==> src/rtl/oam_dma_if.sv <==
// oam_dma_if: CPU trigger, work-RAM read and PPU OAM write signals of the sprite DMA
interface oam_dma_if #(
    parameter int ADDR_WIDTH = 16,
    parameter int DATA_WIDTH = 8
);
    logic                  cpu_wr;
    logic [ADDR_WIDTH-1:0] cpu_addr;
    logic [DATA_WIDTH-1:0] cpu_din;
    logic                  rdy;
    logic                  dma_active;
    logic [ADDR_WIDTH-1:0] mem_addr;
    logic [DATA_WIDTH-1:0] mem_rd_data;
    logic                  oam_wr;
    logic [7:0]            oam_addr;
    logic [DATA_WIDTH-1:0] oam_data;

    modport slave (
        input  cpu_wr, cpu_addr, cpu_din, mem_rd_data,
        output rdy, dma_active, mem_addr, oam_wr, oam_addr, oam_data
    );

    modport master (
        output cpu_wr, cpu_addr, cpu_din, mem_rd_data,
        input  rdy, dma_active, mem_addr, oam_wr, oam_addr, oam_data
    );
endinterface

==> src/rtl/oam_dma.sv <==
// oam_dma: copies one CPU page into PPU OAM, alternating RAM read and OAM write cycles
module oam_dma #(
    parameter int                    ADDR_WIDTH   = 16,
    parameter int                    DATA_WIDTH   = 8,
    parameter logic [ADDR_WIDTH-1:0] DMA_REG_ADDR = 16'h4014,
    parameter int                    XFER_LEN     = 256
) (
    input logic         clk,
    input logic         rst,
    oam_dma_if.slave    bus
);
    typedef enum logic [1:0] {IDLE, HALT, READ, WRITE} state_t;

    localparam logic [7:0] LAST = 8'(XFER_LEN - 1);

    state_t     state, state_n;
    logic [7:0] page, page_n, idx, idx_n;

    always_ff @(posedge clk or posedge rst) begin
        if (rst) begin
            state <= IDLE;
            page  <= '0;
            idx   <= '0;
        end else begin
            state <= state_n;
            page  <= page_n;
            idx   <= idx_n;
        end
    end

    always_comb begin
        state_n = state;
        page_n  = page;
        idx_n   = idx;
        case (state)
            IDLE:
                if (bus.cpu_wr && bus.cpu_addr == DMA_REG_ADDR) begin
                    page_n  = bus.cpu_din[7:0];
                    idx_n   = '0;
                    state_n = HALT;
                end
            HALT: state_n = READ;
            READ: state_n = WRITE;
            WRITE: begin
                idx_n   = (idx == LAST) ? 8'd0 : idx + 8'd1;
                state_n = (idx == LAST) ? IDLE : READ;
            end
            default: state_n = IDLE;
        endcase
    end

    // RAM registers its address, so holding it through WRITE keeps mem_rd_data valid there
    assign bus.rdy        = (state == IDLE);
    assign bus.dma_active = (state != IDLE);
    assign bus.mem_addr   = (state == READ || state == WRITE) ? ADDR_WIDTH'({page, idx}) : '0;
    assign bus.oam_wr     = (state == WRITE);
    assign bus.oam_addr   = (state == WRITE) ? idx : 8'd0;
    assign bus.oam_data   = (state == WRITE) ? bus.mem_rd_data : {DATA_WIDTH{1'b0}};
endmodule
==> src/flat_wrapper.sv <==
// flat-port wrapper written by rule: the top's interface ports become plain ports
module oam_dma_flat 
#(
    parameter int                    ADDR_WIDTH   = 16,
    parameter int                    DATA_WIDTH   = 8,
    parameter logic [ADDR_WIDTH-1:0] DMA_REG_ADDR = 16'h4014,
    parameter int                    XFER_LEN     = 256
)
  (clk, rst, bus_cpu_wr, bus_cpu_addr, bus_cpu_din, bus_mem_rd_data, bus_rdy, bus_dma_active, bus_mem_addr, bus_oam_wr, bus_oam_addr, bus_oam_data);
  oam_dma_if #(.ADDR_WIDTH(ADDR_WIDTH), .DATA_WIDTH(DATA_WIDTH)) bus_i ();
  input logic clk;
  input logic rst;
  input wire logic [$bits(bus_i.cpu_wr)-1:0] bus_cpu_wr;
  input wire logic [$bits(bus_i.cpu_addr)-1:0] bus_cpu_addr;
  input wire logic [$bits(bus_i.cpu_din)-1:0] bus_cpu_din;
  input wire logic [$bits(bus_i.mem_rd_data)-1:0] bus_mem_rd_data;
  output wire logic [$bits(bus_i.rdy)-1:0] bus_rdy;
  output wire logic [$bits(bus_i.dma_active)-1:0] bus_dma_active;
  output wire logic [$bits(bus_i.mem_addr)-1:0] bus_mem_addr;
  output wire logic [$bits(bus_i.oam_wr)-1:0] bus_oam_wr;
  output wire logic [$bits(bus_i.oam_addr)-1:0] bus_oam_addr;
  output wire logic [$bits(bus_i.oam_data)-1:0] bus_oam_data;
  assign bus_i.cpu_wr = bus_cpu_wr;
  assign bus_i.cpu_addr = bus_cpu_addr;
  assign bus_i.cpu_din = bus_cpu_din;
  assign bus_i.mem_rd_data = bus_mem_rd_data;
  assign bus_rdy = bus_i.rdy;
  assign bus_dma_active = bus_i.dma_active;
  assign bus_mem_addr = bus_i.mem_addr;
  assign bus_oam_wr = bus_i.oam_wr;
  assign bus_oam_addr = bus_i.oam_addr;
  assign bus_oam_data = bus_i.oam_data;
  oam_dma #(.ADDR_WIDTH(ADDR_WIDTH), .DATA_WIDTH(DATA_WIDTH), .DMA_REG_ADDR(DMA_REG_ADDR), .XFER_LEN(XFER_LEN)) u_core (.clk(clk), .rst(rst), .bus(bus_i));
endmodule
==> config.mk <==
export PLATFORM = sky130hd
export DESIGN_NAME = oam_dma_flat
export DESIGN_NICKNAME = d
export VERILOG_FILES = /design/src/rtl/oam_dma_if.sv /design/src/rtl/oam_dma.sv /design/src/flat_wrapper.sv
export SDC_FILE = /design/constraint.sdc
export NUM_CORES = 1
export LEC_CHECK = 0
export ABC_AREA = 1
export CAP_MARGIN = 20
export CORE_MARGIN = 1.5
export CORE_UTILIZATION = 38
export CTS_CLUSTER_SIZE = 24
export DETAILED_ROUTE_END_ITERATION = 16
export PLACE_DENSITY = 0.86
export SLEW_MARGIN = 0
export SYNTH_ARGS = -nofsm -noshare
export SYNTH_HDL_FRONTEND = slang
export SYNTH_SLANG_ARGS = --single-unit
==> constraint.sdc <==
create_clock -name clk -period 2.03 [get_ports clk]
set_clock_uncertainty 0.15 [all_clocks]
set_input_delay 0.3045 -clock clk [delete_from_list [all_inputs] [get_ports clk]]
set_output_delay 0.3045 -clock clk [all_outputs]
set_load 0.005 [all_outputs]
==> flow_summary.ini <==
[route]
firstDrtPassIters = 4
routed_via_density = 4.54
vias = 1412
drt_iter0_markers = 42
post_drt_wl_per_cell_um = 10.3
ant_nets = 0
route.detailed.drc = 0
wirelength_um = 3220

[clocking]
cts.reportedPaths.clkPinSlew_ps = 100
cts_max_level = 1
clock_sinks = 18
clock_path_buffers = 2
cts_tree = built
cts_buffers = 3
cts_root_buf = clkbuf_4
clk_latency_ps = 300
cts_hold_buf = 0

[critical_path]
path_cells = nor2_2, inv_1, clkdlybuf4s50_1
crit_path_max_incr_delay_ps = 460
required_ps = 1580
worstSetupPathType = flop to primary output
cp.arrival_ps = 1560
critPathCaptureType = primary output
r2r_slack_ps = 370
crit_path_top_delay_cell = dfrtp_2
cp-start-kind = flop
path_max_fanout = 6

[sta]
worst_slack_ps = 15.0
slew_violations = 0
whs_ps = 158
tightest_slew_ps = 384
setup-tns-final_ps = 0
fin_crit_sh_pct = 99.3
setup_violations = 0
rsz0062_at_grt = true
max_freq_mhz = 496
period_minus_slack_ps = 2020
hold_viol = 0
maxSlewHeadroom_pct = 74.3

[power_and_ir_drop]
p_leak_nw = 1.20
peakVddDrop_mv = 0.413
power_mw = 1.46
powerDensity_nw_per_um2 = 709

[placed_design]
dp_cells = 303
hpwl_um = 2280
dpl_cell_area_um2 = 1980
gp_congestion = 0.795
place_ws_ps = 106
io_buffers = 69

[floorplan]
die_x_um = 59.4
num_rows = 20
start_util_pct = 39.9
num_io_pins = 70
core-area_um2 = 3030
dieArea_um2 = 3530
dieHeight_um = 59.4

[global_routing]
gr-total-overflow = 0
grt_usage_pct = 20.1
grt_util_met2_pct = 33.8
grt_pass1_vias = 1267
grt_max_degree = 19
met3_usage_pct = 3.28
top_usage_layer = met2
antenna_found_initial = 0
grt_pass1_wl_um = 5350
use_met1_pct = 24.8

[final_layout]
area_growth_pct = 70.3
final_core_util_pct = 68.0
nFillCells = 263
drive_gt1_share_pct = 7.87
layout.nets = 304
stdcell_count = 311
final_area_um2 = 2060
antenna_cells = 0

[synth]
synth.distinct_cells = 19
yosys-top-cells-area = dfrtp_1 (37%), nand2_1 (16%), inv_1 (12%)
syn_nets = 227
yosys.area.top_type_share_pct = 37.3
synth_largest_area_cell = dfrtp_1
yosysSeqAreaShare_pct = 37.3
synth-seq-cells = 18
synthesis.area_um2 = 1210
syn_inst = 191
ys_warn_count = 0
syn_area_per_cell_um2 = 6.33

[flow_run]
maxCapViolations = 0

[outcome]
outcome = completed

[min_path]
hold_path_class = primary input to asynchronous set/reset pin
-- report_power, final --
part | switching (mW) | total (mW) | internal (mW)
clock | 0.115 | 0.224 | 0.110
sequential | 0.0679 | 0.478 | 0.410
combinational | 0.328 | 0.757 | 0.430
-- per-layer routing --
| metal | up-vias | part of all wire [%] |
|---|---|---|
| li1 | 732 | - |
| met1 | 614 | 42 |
| met2 | 55 | 51 |
| met3 | 11 | 4.4 |
| met4 | 0 | 2.4 |
| met5 | - | 0 |
-- critical path: cells and delay by family (launching register included) --
kind | cells | cell delay, ps
buf+inv | 2 | 560
simple gates | 1 | 240
flops | 1 | 460
-- worst paths after layout --
check,from,endpoint,cells after the start
min in group clk,u_core.page[1],u_core.page[1],2
worst min-delay path,rst,u_core.page[2],3
worst max-delay path,u_core.state[1],bus_dma_active,3
worst min register to register,u_core.page[1],u_core.page[1],2
worst max register to register,u_core.idx[0],u_core.idx[5],6
max in group asynchronous,rst,u_core.state[1],3
-- state kept, by name, summed over array words and instances (netlist names) --
register      cells
u_core.idx        8
u_core.page       8
u_core.state      2
-- synth_stat cells --
cell and number:
nand3b_1 1, nor3_1 1, nand2_1 53, nand4_1 9, nand3_4 1, clkbuf_1 1
nand3_1 16, dfrtp_1 18, o21ai_0 5, nor2_2 1, or2_0 1, nor2_1 30
nor3_4 1, and2_0 1, a21oi_1 5, buf_1 1, buf_2 5, ha_1 1
inv_1 40
-- placed cells by master, fill, tap and decap left out, drive strengths merged --
cell type / n
a21oi: 5
and2: 1
buf: 9
bufbuf: 1
clkbuf: 6
clkdlybuf4s50: 49
dfrtp: 18
dlygate4sd2: 14
dlymetal6s2s: 4
ha: 1
inv: 40
nand2: 53
nand3: 17
nand3b: 1
nand4: 9
nor2: 31
nor3: 2
o21ai: 5
or2: 1
-- final cells by class --
class                   instances  area (um^2)  share of cell area, %
clock buffers                   4         36.3                   1.76
inverters                      40          150                   7.29
multi-input cells             126          578                   28.1
flip-flops and latches         18          452                   21.9
well taps                      44         55.1                   2.67
repair buffers                 79          787                   38.2
-- timing repair --
action                     4_1_cts  5_1_grt
buffers inserted                 2        0
pin swaps                        0        0
gates resized for setup         19        8
cloned                           2        0
setup endpoints to repair       31       15
-- cell families (layout without fill, tap and decap cells) --
group | Yosys count | count (layout) | synth area share [%]
buf+inv | 47 | 123 | 15.1
compound gates | 10 | 10 | 4.14
flops | 18 | 18 | 37.3
fa+ha+maj | 1 | 1 | 1.04
simple gates | 115 | 115 | 42.4
(Power assumes the default switching activity.)
